[src/rtl/dmem_arbiter_pkg.sv]
// Shared definitions for the data-memory arbiter and its clients
// (MEM unit and sprite/OAM DMA engine).
//   ADDR_W_DEF / DATA_W_DEF : default word-address and data widths
//   owner_e                 : read-return owner tag (OWN_CPU = 0, OWN_DMA = 1)
//   cnt_width()             : width needed to hold a counter value 0..lim
package dmem_arbiter_pkg;

  localparam int ADDR_W_DEF = 14;
  localparam int DATA_W_DEF = 32;

  typedef enum logic {
    OWN_CPU = 1'b0,
    OWN_DMA = 1'b1
  } owner_e;

  // Never returns less than 1 so a zero limit still yields a legal vector.
  function automatic int cnt_width(input int lim);
    int w;
    w = $clog2(lim + 1);
    return (w < 1) ? 1 : w;
  endfunction

endpackage

[src/rtl/dmem_arbiter_if.sv]
// Bus bundle between the two requesters (CPU, DMA), the shared synchronous
// data memory and the arbiter.
//   cpu_* : CPU MEM-stage request/payload in, grant/stall/read-return out
//   dma_* : DMA request/payload in, grant/read-return out
//   mem_* : memory port (enable, write strobe, address, wdata out; rdata in)
// Modports:
//   master : requester/memory side (drives requests and mem_rdata)
//   slave  : arbiter side
interface dmem_arbiter_if
  import dmem_arbiter_pkg::*;
#(
  parameter int ADDR_W = ADDR_W_DEF,
  parameter int DATA_W = DATA_W_DEF
);

  logic              cpu_req;
  logic              cpu_we;
  logic [ADDR_W-1:0] cpu_addr;
  logic [DATA_W-1:0] cpu_wdata;
  logic              cpu_grant;
  logic              cpu_stall;
  logic [DATA_W-1:0] cpu_rdata;
  logic              cpu_rvalid;

  logic              dma_req;
  logic              dma_we;
  logic [ADDR_W-1:0] dma_addr;
  logic [DATA_W-1:0] dma_wdata;
  logic              dma_grant;
  logic [DATA_W-1:0] dma_rdata;
  logic              dma_rvalid;

  logic              mem_en;
  logic              mem_we;
  logic [ADDR_W-1:0] mem_addr;
  logic [DATA_W-1:0] mem_wdata;
  logic [DATA_W-1:0] mem_rdata;

  modport master (
    output cpu_req, cpu_we, cpu_addr, cpu_wdata,
    input  cpu_grant, cpu_stall, cpu_rdata, cpu_rvalid,
    output dma_req, dma_we, dma_addr, dma_wdata,
    input  dma_grant, dma_rdata, dma_rvalid,
    input  mem_en, mem_we, mem_addr, mem_wdata,
    output mem_rdata
  );

  modport slave (
    input  cpu_req, cpu_we, cpu_addr, cpu_wdata,
    output cpu_grant, cpu_stall, cpu_rdata, cpu_rvalid,
    input  dma_req, dma_we, dma_addr, dma_wdata,
    output dma_grant, dma_rdata, dma_rvalid,
    output mem_en, mem_we, mem_addr, mem_wdata,
    input  mem_rdata
  );

endinterface

[src/rtl/dmem_arbiter.sv]
// Two-requester arbiter for the shared single-port data memory.
// CPU has priority; a DMA request denied STARVE_LIM consecutive cycles wins
// the next cycle. Grants are combinational, so one access can issue every
// cycle. Read data returns one cycle after the grant and is steered to the
// requester recorded in the owner tag; each requester's rdata holds its last
// returned word between returns.
// Ports:
//   clk : system clock, rising edge
//   rst : synchronous active-high reset
//   bus : dmem_arbiter_if.slave (CPU, DMA and memory signals)
module dmem_arbiter
  import dmem_arbiter_pkg::*;
#(
  parameter int ADDR_W     = ADDR_W_DEF,
  parameter int DATA_W     = DATA_W_DEF,
  parameter int STARVE_LIM = 4
) (
  input  logic            clk,
  input  logic            rst,
  dmem_arbiter_if.slave   bus
);

  localparam int CNT_W = cnt_width(STARVE_LIM);
  localparam logic [CNT_W-1:0] CNT_LIM = CNT_W'(STARVE_LIM);

  logic [CNT_W-1:0]  starve_cnt_q, starve_cnt_d;
  logic              rd_pend_q, rd_pend_d;
  owner_e            owner_q, owner_d;
  logic [DATA_W-1:0] cpu_rdata_q, cpu_rdata_d;
  logic [DATA_W-1:0] dma_rdata_q, dma_rdata_d;

  logic cpu_win, dma_win, any_win, win_we;
  logic dma_starved, rd_vld, cpu_ret, dma_ret;

  // Arbitration: everything is gated by rst so a request present while in
  // reset can neither touch memory nor leave a pending read behind.
  always_comb begin
    dma_starved = (starve_cnt_q == CNT_LIM);
    dma_win     = ~rst & bus.dma_req & (~bus.cpu_req | dma_starved);
    cpu_win     = ~rst & bus.cpu_req & ~dma_win;
    any_win     = cpu_win | dma_win;
    win_we      = dma_win ? bus.dma_we : bus.cpu_we;
  end

  assign bus.cpu_grant = cpu_win;
  assign bus.dma_grant = dma_win;
  assign bus.cpu_stall = ~rst & bus.cpu_req & ~cpu_win;

  assign bus.mem_en    = any_win;
  assign bus.mem_we    = any_win & win_we;
  assign bus.mem_addr  = dma_win ? bus.dma_addr  : bus.cpu_addr;
  assign bus.mem_wdata = dma_win ? bus.dma_wdata : bus.cpu_wdata;

  // Read return: the pending flag is masked by rst so a read issued just
  // before reset never reports valid data.
  always_comb begin
    rd_vld  = rd_pend_q & ~rst;
    cpu_ret = rd_vld & (owner_q == OWN_CPU);
    dma_ret = rd_vld & (owner_q == OWN_DMA);
  end

  assign bus.cpu_rvalid = cpu_ret;
  assign bus.dma_rvalid = dma_ret;
  assign bus.cpu_rdata  = cpu_ret ? bus.mem_rdata : cpu_rdata_q;
  assign bus.dma_rdata  = dma_ret ? bus.mem_rdata : dma_rdata_q;

  always_comb begin
    starve_cnt_d = starve_cnt_q;
    rd_pend_d    = any_win & ~win_we;
    owner_d      = owner_q;
    cpu_rdata_d  = cpu_rdata_q;
    dma_rdata_d  = dma_rdata_q;

    if (dma_win) begin
      starve_cnt_d = '0;
    end else if (bus.dma_req && !dma_starved) begin
      starve_cnt_d = starve_cnt_q + CNT_W'(1);
    end

    // The tag only moves on a read grant; writes leave it untouched.
    if (any_win && !win_we) begin
      owner_d = dma_win ? OWN_DMA : OWN_CPU;
    end

    if (cpu_ret) cpu_rdata_d = bus.mem_rdata;
    if (dma_ret) dma_rdata_d = bus.mem_rdata;
  end

  always_ff @(posedge clk) begin
    if (rst) begin
      starve_cnt_q <= '0;
      rd_pend_q    <= 1'b0;
      owner_q      <= OWN_CPU;
      cpu_rdata_q  <= '0;
      dma_rdata_q  <= '0;
    end else begin
      starve_cnt_q <= starve_cnt_d;
      rd_pend_q    <= rd_pend_d;
      owner_q      <= owner_d;
      cpu_rdata_q  <= cpu_rdata_d;
      dma_rdata_q  <= dma_rdata_d;
    end
  end

endmodule

[src/flat_wrapper.sv]
// flat-port wrapper written by rule: the top's interface ports become plain ports
module dmem_arbiter_flat import dmem_arbiter_pkg::*;
#(
  parameter int ADDR_W     = ADDR_W_DEF,
  parameter int DATA_W     = DATA_W_DEF,
  parameter int STARVE_LIM = 4
)
  (clk, rst, bus_cpu_req, bus_cpu_we, bus_cpu_addr, bus_cpu_wdata, bus_cpu_grant, bus_cpu_stall, bus_cpu_rdata, bus_cpu_rvalid, bus_dma_req, bus_dma_we, bus_dma_addr, bus_dma_wdata, bus_dma_grant, bus_dma_rdata, bus_dma_rvalid, bus_mem_en, bus_mem_we, bus_mem_addr, bus_mem_wdata, bus_mem_rdata);
  dmem_arbiter_if #(.ADDR_W(ADDR_W), .DATA_W(DATA_W)) bus_i ();
  input  logic clk;
  input  logic rst;
  input wire logic [$bits(bus_i.cpu_req)-1:0] bus_cpu_req;
  input wire logic [$bits(bus_i.cpu_we)-1:0] bus_cpu_we;
  input wire logic [$bits(bus_i.cpu_addr)-1:0] bus_cpu_addr;
  input wire logic [$bits(bus_i.cpu_wdata)-1:0] bus_cpu_wdata;
  output wire logic [$bits(bus_i.cpu_grant)-1:0] bus_cpu_grant;
  output wire logic [$bits(bus_i.cpu_stall)-1:0] bus_cpu_stall;
  output wire logic [$bits(bus_i.cpu_rdata)-1:0] bus_cpu_rdata;
  output wire logic [$bits(bus_i.cpu_rvalid)-1:0] bus_cpu_rvalid;
  input wire logic [$bits(bus_i.dma_req)-1:0] bus_dma_req;
  input wire logic [$bits(bus_i.dma_we)-1:0] bus_dma_we;
  input wire logic [$bits(bus_i.dma_addr)-1:0] bus_dma_addr;
  input wire logic [$bits(bus_i.dma_wdata)-1:0] bus_dma_wdata;
  output wire logic [$bits(bus_i.dma_grant)-1:0] bus_dma_grant;
  output wire logic [$bits(bus_i.dma_rdata)-1:0] bus_dma_rdata;
  output wire logic [$bits(bus_i.dma_rvalid)-1:0] bus_dma_rvalid;
  output wire logic [$bits(bus_i.mem_en)-1:0] bus_mem_en;
  output wire logic [$bits(bus_i.mem_we)-1:0] bus_mem_we;
  output wire logic [$bits(bus_i.mem_addr)-1:0] bus_mem_addr;
  output wire logic [$bits(bus_i.mem_wdata)-1:0] bus_mem_wdata;
  input wire logic [$bits(bus_i.mem_rdata)-1:0] bus_mem_rdata;
  assign bus_i.cpu_req = bus_cpu_req;
  assign bus_i.cpu_we = bus_cpu_we;
  assign bus_i.cpu_addr = bus_cpu_addr;
  assign bus_i.cpu_wdata = bus_cpu_wdata;
  assign bus_cpu_grant = bus_i.cpu_grant;
  assign bus_cpu_stall = bus_i.cpu_stall;
  assign bus_cpu_rdata = bus_i.cpu_rdata;
  assign bus_cpu_rvalid = bus_i.cpu_rvalid;
  assign bus_i.dma_req = bus_dma_req;
  assign bus_i.dma_we = bus_dma_we;
  assign bus_i.dma_addr = bus_dma_addr;
  assign bus_i.dma_wdata = bus_dma_wdata;
  assign bus_dma_grant = bus_i.dma_grant;
  assign bus_dma_rdata = bus_i.dma_rdata;
  assign bus_dma_rvalid = bus_i.dma_rvalid;
  assign bus_mem_en = bus_i.mem_en;
  assign bus_mem_we = bus_i.mem_we;
  assign bus_mem_addr = bus_i.mem_addr;
  assign bus_mem_wdata = bus_i.mem_wdata;
  assign bus_i.mem_rdata = bus_mem_rdata;
  dmem_arbiter #(.ADDR_W(ADDR_W), .DATA_W(DATA_W), .STARVE_LIM(STARVE_LIM)) u_core (.clk(clk), .rst(rst), .bus(bus_i));
endmodule
[config.mk]
export PLATFORM = sky130hd
export DESIGN_NAME = dmem_arbiter_flat
export DESIGN_NICKNAME = d
export VERILOG_FILES = /design/src/rtl/dmem_arbiter_pkg.sv /design/src/rtl/dmem_arbiter_if.sv /design/src/rtl/dmem_arbiter.sv /design/src/flat_wrapper.sv
export SDC_FILE = /design/constraint.sdc
export NUM_CORES = 1
export LEC_CHECK = 0
export CAP_MARGIN = 10
export CORE_MARGIN = 2
export CORE_UTILIZATION = 38
export DETAILED_ROUTE_END_ITERATION = 10
export GPL_TIMING_DRIVEN = 1
export PLACE_DENSITY = 0.86
export RECOVER_POWER = 25
export SYNTH_ARGS = -nofsm -noshare
export SYNTH_HDL_FRONTEND = slang
export SYNTH_SLANG_ARGS = --single-unit
export TNS_END_PERCENT = 50
[constraint.sdc]
create_clock -name clk -period 4.7 [get_ports clk]
set_input_delay 0.47 -clock clk [delete_from_list [all_inputs] [get_ports clk]]
set_output_delay 0.47 -clock clk [all_outputs]
set_load 0.1 [all_outputs]
### Word-level counts from Yosys, hierarchy flattened

Cells that the tools add are included.

| word-level totals | value |
|---|---|
| flip-flop bits (word level) | 69 |
| logic and storage cells | 36 |
| output and inout bits | 117 |
| bits of input ports | 130 |

| cells by class | value |
|---|---|
| add/sub/neg operators | 1 |
| equal/unequal tests | 1 |
| bitwise gates (word level) | 18 |
| multiplexer cells | 6 |
| reductions and logical operators | 5 |

Operators with widths:

| kind | count |
|---|---|
| 32-bit 2-to-1 mux | 3 |
| 14-bit 2-to-1 mux | 1 |
| 1-bit AND | 10 |
| 1-bit inverter | 6 |
| 3-bit by 1-bit adder with 3-bit output (second input constant) | 1 |
| 3-bit equality test (second input constant) | 1 |
| 1-bit logical AND | 2 |
| 1-bit zero test | 2 |
| 1-bit 2-to-1 mux | 2 |
| 1-bit bitwise OR | 2 |
| 2-bit OR reduction | 1 |

### Logic depth before layout (Yosys ltp)

Gate-level depths: netlist of run 1.

| logic depth | value |
|---|---|
| word-level depth | 7 |
| mapped depth | 8 |

### Worst setup path after synthesis of run 1

Ideal clock, no wire load.

| timing path | value |
|---|---|
| path kind | flip-flop to output port |
| start | reg u_core.starve_cnt_q[0] |
| end | out bus_cpu_grant |
| setup slack | 0.281 ns |
| data required time | 4.230 ns |
| stages on the path, launching flop included | 9 |
| data arrival time | 3.949 ns |
| path buffers | 2 |
| path through | dfxtp_1 > inv_1 > ha_1 > a21boi_2 > or3_1 > buf_6 > buf_8 > inv_1 > nor3b_1 |

| on the way | value |
|---|---|
| longest elaborated chain between the ends | 5 |

RTL lines:

| element | line | RTL |
|---|---|---|
| start, declared | dmem_arbiter.sv:26 | `logic [CNT_W-1:0] starve_cnt_q, starve_cnt_d;` |
| start signal, assigned | dmem_arbiter.sv:97 | `starve_cnt_q <= starve_cnt_d;` |
| 3-bit equality test | dmem_arbiter.sv:38 | `dma_starved = (starve_cnt_q == CNT_LIM);` |
| 1-bit bitwise OR | dmem_arbiter.sv:39 | `dma_win = ~rst & bus.dma_req & (~bus.cpu_req \| dma_starved);` |
| 1-bit AND | dmem_arbiter.sv:39 |  |
| named net bus_dma_grant | flat_wrapper.sv:24 | `output wire logic [$bits(bus_i.dma_grant)-1:0] bus_dma_grant;` |
| 1-bit inverter | dmem_arbiter.sv:40 | `cpu_win = ~rst & bus.cpu_req & ~dma_win;` |
| 1-bit AND | dmem_arbiter.sv:40 |  |
| end, declared | flat_wrapper.sv:16 | `output wire logic [$bits(bus_i.cpu_grant)-1:0] bus_cpu_grant;` |

The timed path passes the listed nets, and every way through them passes these cells.

### Worst setup path after layout of run 1

| timing path | value |
|---|---|
| start | in bus_cpu_req |
| end | out bus_mem_wdata[30] |

| on the way | value |
|---|---|
| longest elaborated chain between the ends | 4 |

RTL lines:

| element | line | RTL |
|---|---|---|
| start, declared | flat_wrapper.sv:12 | `input wire logic [$bits(bus_i.cpu_req)-1:0] bus_cpu_req;` |
| 1-bit inverter | dmem_arbiter.sv:39 |  |
| 1-bit bitwise OR | dmem_arbiter.sv:39 |  |
| 1-bit AND | dmem_arbiter.sv:39 |  |
| 32-bit 2-to-1 mux | dmem_arbiter.sv:52 | `assign bus.mem_wdata = dma_win ? bus.dma_wdata : bus.cpu_wdata;` |
| end, declared | flat_wrapper.sv:30 | `output wire logic [$bits(bus_i.mem_wdata)-1:0] bus_mem_wdata;` |

No other way between the ends.

==> results of run 1 <==
[cell usage after synthesis (3+ instances only)]
master    instances
a21oi_1           3
buf_12            4
buf_2             4
buf_4             3
clkbuf_1          6
dfxtp_1          69
inv_1             5
mux2_1            3
mux2_2           61
mux2_4           47
nor2b_1          64
[power groups by stage]
| stage | Combinational (mW) | Clock (mW) | Sequential, mW |
|---|---|---|---|
| final | 0.689 | 0.496 | 0.600 |
| after global routing | 0.710 | 0.544 | 0.601 |
| after CTS | 0.695 | 0.512 | 0.600 |
| after detailed placement | 0.693 | 0 | 0.614 |
| after global placement | 0.687 | 0 | 0.613 |
| after floorplan | 0.492 | 0 | 0.612 |
[registers in the layout, indices dropped and copies added (netlist names)]
signal               cells
u_core.rd_pend_q         1
u_core.starve_cnt_q      3
u_core.owner_q           1
u_core.dma_rdata_q      32
u_core.cpu_rdata_q      32
[path summary, 6_finish.rpt]
check | startpoint | to
worst max register to register | u_core.starve_cnt_q[0]$_SDFFE_PP0P_ | u_core.rd_pend_q$_SDFF_PP0_
worst min-delay path | u_core.starve_cnt_q[1]$_SDFFE_PP0P_ | u_core.starve_cnt_q[1]$_SDFFE_PP0P_
worst min register to register | u_core.starve_cnt_q[1]$_SDFFE_PP0P_ | u_core.starve_cnt_q[1]$_SDFFE_PP0P_
worst max-delay path | bus_cpu_req | bus_mem_wdata[30]
[critical path, stage by stage]
cell           delay [ns]
dlygate4sd3_1        0.64
a21boi_0             0.43
or3_2                0.88
buf_4                0.37
mux2_4               0.33
buf_4                0.24
[per-stage QoR]
step | utilization | hold slack [ns] | power [mW] | instances | instance area, um2
2_1_floorplan | - | 0.449 | 1.10 | 295 | 3590
3_3_place_gp | 0.641 | 0.465 | 1.30 | 640 | 5890
3_5_place_dp | 0.641 | 0.482 | 1.31 | 640 | 5890
4_1_cts | 0.663 | 0.492 | 1.81 | 656 | 6100
5_1_grt | 0.660 | 0.509 | 1.86 | 656 | 6070
6_report | 0.660 | 0.486 | 1.78 | 656 | 6070
[per-layer routing]
metal	GRT usage	part of all wire	vias up
met4	0.0613	0.016	0
met5	0	0	-
li1	-	-	1493
met2	0.382	0.52	136
met1	0.215	0.38	1415
met3	0.0669	0.087	14
[kinds of logic after synthesis]
| family | after synthesis | synth area share |
|---|---|---|
| compound gates | 8 | 0.0157 |
| fa+ha+maj | 2 | 0.00698 |
| buf+inv | 26 | 0.0551 |
| flops | 69 | 0.385 |
| mux | 111 | 0.398 |
| simple gates | 79 | 0.139 |
[area by class of cell]
type | count | area share
repair buffers | 254 | 0.383
multi-input cells | 200 | 0.328
flip-flops and latches | 69 | 0.228
well taps | 111 | 0.0229
clock buffers | 9 | 0.0204
clock inverters | 7 | 0.0136
inverters | 6 | 0.00371
==> flow_metrics.py, run 1 <==
metrics = {
    "status": {
        "status": "complete, no violations",
    },
    "synth": {
        "synth_area_leader_cell": "dfxtp_1",
        "ys_seq_area_frac": 0.385,
        "synthCells": 295,
        "syn-cell-area_um2": 3590,
        "synthesis.nets": 427,
        "synth_edf_count": 0,
        "synth.distinct_cells": 32,
        "ys_async_sr_fraction": 0,
        "ys_ff_latch": 69,
        "synth_area_leaders": "dfxtp_1 39%, mux2_4 20%, mux2_2 19%",
        "syn_area_per_cell_um2": 12.2,
        "ys_dominant_reg_cell": "dfxtp_1",
        "synth_top_area_share": 0.385,
        "yosys_warnings": 0,
    },
    "power": {
        "power.density_nw_per_um2": 294,
        "seqPwrFrac": 0.336,
        "clockPowerShare": 0.278,
        "power_frac_comb": 0.386,
        "peakVddDrop_mv": 0.211,
        "internal-power_mw": 1.08,
        "power.leakage_nw": 2.75,
        "p_sw_frac": 0.393,
        "power_switching_mw": 0.701,
    },
    "route": {
        "drc": 0,
        "wirelength_um": 10900,
        "vias": 3058,
        "drt-initial-drc-count": 41,
        "dr.pass1.iters": 4,
        "avgViaCountPerCell": 4.66,
        "ant_nets": 0,
        "wl_per_cell_um": 16.6,
    },
    "min_path": {
        "hold_class": "reg2reg",
        "hold_depth": 2,
    },
    "finish": {
        "seq_area_um2": 1380,
        "antennaDiodeCount": 0,
        "num-fill-cells": 753,
        "mostFrequentLayoutCell": "clkdlybuf4s50_1",
        "fin_nets": 672,
        "syn2layout_area_growth_pct": 69.3,
        "final_cell_mix": "173 x clkdlybuf4s50_1, 76 x buf_4, 69 x dfxtp_1, 64 x nor2b_1, 47 x mux2_4",
        "drive_above_1_share": 0.338,
        "multi_input_area_um2": 1990,
    },
    "critical_path": {
        "setup.worst_path.class": "in2out",
        "reg2reg_slack_ns": 2.43,
        "critical_path_arrival_ns": 3.37,
        "endpoint_kind": "output port",
        "worstPathRequired_ns": 4.23,
        "cp-start-kind": "primary input",
        "worstPathMaxFanout": 33,
        "reg2reg_depth": 5,
    },
    "clock_tree": {
        "htree_levels": 3,
        "cts-resized-gates": 0,
        "cts_setup_buffers": 0,
        "cts_tree": "done",
        "clock_latency_ns": 0.33,
        "cts_hold_buf": 0,
        "numClockSinks": 69,
        "cts_root_buf": "clkbuf_8",
        "clk_path_buf_depth": 2,
        "cts.clk_slew.worst_paths_ns": 0.07,
        "cts_inserted_buffers": 9,
    },
    "timing": {
        "relSlewSlack": 0.280,
        "fin_crit_sh": 0.817,
        "fmax_mhz": 260,
        "worstMarginPinSlew_ns": 1.08,
        "hold_viol_final": 0,
        "fin_crit_ns": 3.84,
        "setup_viol": 0,
        "timing.final.max_slew_violations": 0,
        "rsz0062_at_grt": "no",
        "finClkSkew_ns": 0.00854,
        "setup_slack_ns": 0.860,
        "tns_ns": 0,
    },
    "placement": {
        "gp_congestion": 0.697,
        "io_buffers": 246,
        "dp_hpwl_um": 8730,
        "detailedPlace.worstSlack_ns": 1.14,
    },
    "flow_run": {
        "drv_cap": 0,
    },
    "grt": {
        "antenna_found_initial": 0,
        "grt_pass1_vias": 3244,
        "grt_first_pass_wirelength_um": 16300,
        "grt-ovfl-total": 0,
        "grtUsageTotal": 0.203,
        "grt_start_max_net_pins": 44,
    },
    "floorplan": {
        "fp-row-count": 35,
        "io_pins": 247,
        "core-area_um2": 9200,
        "die_w_um": 101,
        "die-area_um2": 10200,
        "die_h_um": 101,
        "initial_core_util": 0.390,
    },
}
Power figures use the tool's default switching activity.
==> run 2, diff against run 1 <==
--- a/config.mk
+++ b/config.mk
@@ -7,10 +7,10 @@
 export LEC_CHECK = 0
 export CAP_MARGIN = 10
 export CORE_MARGIN = 2
-export CORE_UTILIZATION = 38
+export CORE_UTILIZATION = 36
 export DETAILED_ROUTE_END_ITERATION = 10
 export GPL_TIMING_DRIVEN = 1
-export PLACE_DENSITY = 0.86
+export PLACE_DENSITY = 0.82
 export RECOVER_POWER = 25
 export SYNTH_ARGS = -nofsm -noshare
 export SYNTH_HDL_FRONTEND = slang
==> constraint.sdc (replaced) <==
create_clock -name clk -period 3.8 [get_ports clk]
set_input_delay 0.38 -clock clk [delete_from_list [all_inputs] [get_ports clk]]
set_output_delay 0.38 -clock clk [all_outputs]
set_load 0.1 [all_outputs]
==> flow_metrics.py, run 2 (same netlist as run 1, synthesis figures left out) <==
metrics = {
    "grt": {
        "grt_start_max_net_pins": 38,
        "grtUsageTotal": 0.209,
        "grt_pass1_vias": 3268,
        "grt-ovfl-total": 0,
        "grt_first_pass_wirelength_um": 17900,
        "antenna_found_initial": 0,
    },
    "critical_path": {
        "crit_chain": "inv_1, ha_1, a21boi_0, or3_2, buf_4, mux2_4, buf_12",
        "endpoint_kind": "output port",
        "critPathBufInv": 3,
        "rr_endpoint": "u_core.dma_rdata_q[4]$_SDFF_PP0_",
        "regToRegStartpoint": "u_core.owner_q$_SDFFE_PP0P_",
        "worstPathMaxFanout": 20,
        "critical_path_arrival_ns": 2.94,
        "reg2reg_depth": 4,
        "reg2reg_slack_ns": 1.27,
        "slowest_stage": "or3_2",
        "worstPathRequired_ns": 3.42,
        "setup.worst_path.class": "reg2out",
        "crit_family": "buffers and inverters",
        "max_stage_delay_ns": 0.53,
        "cp-start-kind": "flop",
    },
    "clock_tree": {
        "cts-resized-gates": 0,
        "cts_setup_buffers": 0,
        "clk_path_buf_depth": 2,
        "cts.clk_slew.worst_paths_ns": 0.08,
        "clock_latency_ns": 0.35,
        "numClockSinks": 69,
        "htree_levels": 3,
        "cts_tree": "done",
        "cts_root_buf": "clkbuf_8",
        "cts_hold_buf": 0,
        "cts_inserted_buffers": 9,
    },
    "route": {
        "wl_per_cell_um": 16.7,
        "drc": 0,
        "wirelength_um": 11300,
        "avgViaCountPerCell": 4.63,
        "vias": 3130,
        "ant_nets": 0,
        "drt-initial-drc-count": 58,
        "dr.pass1.iters": 4,
    },
    "timing": {
        "finClkSkew_ns": 0.0129,
        "timing.final.max_slew_violations": 0,
        "rsz0062_at_grt": "no",
        "setup_viol": 0,
        "relSlewSlack": 0.0454,
        "hold_viol_final": 0,
        "tns_ns": 0,
        "fmax_mhz": 301,
        "worstMarginPinSlew_ns": 1.43,
        "fin_crit_sh": 0.875,
        "fin_crit_ns": 3.32,
    },
    "finish": {
        "num-fill-cells": 778,
        "multi_input_area_um2": 2010,
        "final_cell_mix": "128 x clkdlybuf4s50_1, 86 x buf_4, 69 x dfxtp_1, 64 x nor2b_1, 47 x mux2_4",
        "antennaDiodeCount": 0,
        "syn2layout_area_growth_pct": 80.3,
        "seq_area_um2": 1380,
        "drive_above_1_share": 0.431,
        "reg.largest.list": "u_core.cpu_rdata_q: 32 flops, u_core.dma_rdata_q: 32 flops, u_core.starve_cnt_q: 3 flops",
        "mostFrequentLayoutCell": "clkdlybuf4s50_1",
        "fin_nets": 670,
    },
    "floorplan": {
        "die_h_um": 104,
        "core-area_um2": 9730,
        "die_w_um": 104,
        "io_pins": 247,
        "initial_core_util": 0.369,
        "fp-row-count": 36,
        "die-area_um2": 10800,
    },
    "flow_run": {
        "drv_cap": 0,
    },
    "power": {
        "p_sw_frac": 0.370,
        "total_power_mw": 2.35,
        "clockPowerShare": 0.288,
        "peakVddDrop_mv": 0.289,
        "seqPwrFrac": 0.316,
        "power.density_nw_per_um2": 363,
        "internal-power_mw": 1.48,
        "power_switching_mw": 0.869,
        "power.leakage_nw": 3.02,
        "power_frac_comb": 0.395,
    },
    "min_path": {
        "hold_depth": 2,
        "hold_class": "in2reg",
        "hp-start": "rst",
        "whs_endpoint": "u_core.cpu_rdata_q[27]$_SDFF_PP0_",
    },
    "status": {
        "status": "complete, no violations",
    },
    "placement": {
        "io_buffers": 246,
        "dp_hpwl_um": 8980,
        "gp_congestion": 0.871,
    },
}
run 2: cell count changes in the layout (fill, tap and decap cells not counted), moves of 2 or more:
cell and delta:
nor3b_1 -2, inv_8 -2, buf_4 +10, clkdlybuf4s50_1 -45
clkbuf_1 -3, buf_12 +36
run 2: metal layers:
layer | share of wire | GRT usage | vias to the layer above
li1 | - | - | 1489
met1 | 0.39 | 0.230 | 1480
met2 | 0.51 | 0.375 | 144
met3 | 0.081 | 0.0699 | 17
met4 | 0.019 | 0.0724 | 0
met5 | 0 | 0 | -
run 2: worst register-to-register path: stages (launching register included):
cell,delay (ns)
dfxtp_1,0.35
nand3b_1,0.37
clkbuf_1,1.09
mux2_2,0.46
nor2b_1,0.13
run 2: power groups by stage:
stage	sequential (mW)	clock, mW	combinational, mW
6_report	0.742	0.677	0.927
2_1_floorplan	0.757	0	0.608
4_1_cts	0.742	0.695	0.933
5_1_grt	0.743	0.725	0.953
3_3_place_gp	0.758	0	0.922
3_5_place_dp	0.759	0	0.931
run 2: final cells by class:
cell class              count  area share
repair buffers            252       0.411
flip-flops and latches     69       0.214
well taps                 133      0.0257
inverters                   6     0.00348
multi-input cells         200       0.311
clock buffers              10      0.0213
clock inverters             6      0.0141
run 2: worst max path at each step:
stage,start,to,depth (start not counted)
3_3_place_gp,bus_cpu_req,bus_mem_addr[11],6
4_1_cts,bus_cpu_req,bus_mem_wdata[20],6
5_1_grt,u_core.owner_q$_SDFFE_PP0P_,bus_dma_rdata[3],4
3_5_place_dp,bus_cpu_req,bus_mem_wdata[20],6
2_1_floorplan,u_core.starve_cnt_q[0]$_SDFFE_PP0P_,bus_cpu_grant,8
6_report,u_core.starve_cnt_q[0]$_SDFFE_PP0P_,bus_mem_wdata[8],7
run 2: through the flow:
| stage | util | setup WS (ns) | hold slack, ns | cells | cell area [um2] |
|---|---|---|---|---|---|
| final | 0.664 | 0.477 | 0.310 | 676 | 6460 |
| after global routing | 0.664 | 0.342 | 0.317 | 676 | 6460 |
| after CTS | 0.665 | 0.722 | 0.306 | 676 | 6470 |
| after detailed placement | 0.642 | 0.726 | 0.484 | 660 | 6240 |
| after global placement | 0.642 | 0.716 | 0.459 | 660 | 6240 |
| after floorplan | - | 0.472 | 0.449 | 295 | 3590 |
==> run 3, diff against run 2 <==
--- a/config.mk
+++ b/config.mk
@@ -8,6 +8,8 @@
 export CAP_MARGIN = 10
 export CORE_MARGIN = 2
 export CORE_UTILIZATION = 36
+export CTS_CLUSTER_DIAMETER = 50
+export CTS_CLUSTER_SIZE = 10
 export DETAILED_ROUTE_END_ITERATION = 10
 export GPL_TIMING_DRIVEN = 1
 export PLACE_DENSITY = 0.82
==> results of run 3 <==
The final DEF is identical to that of run 2; final timing and power are the same.
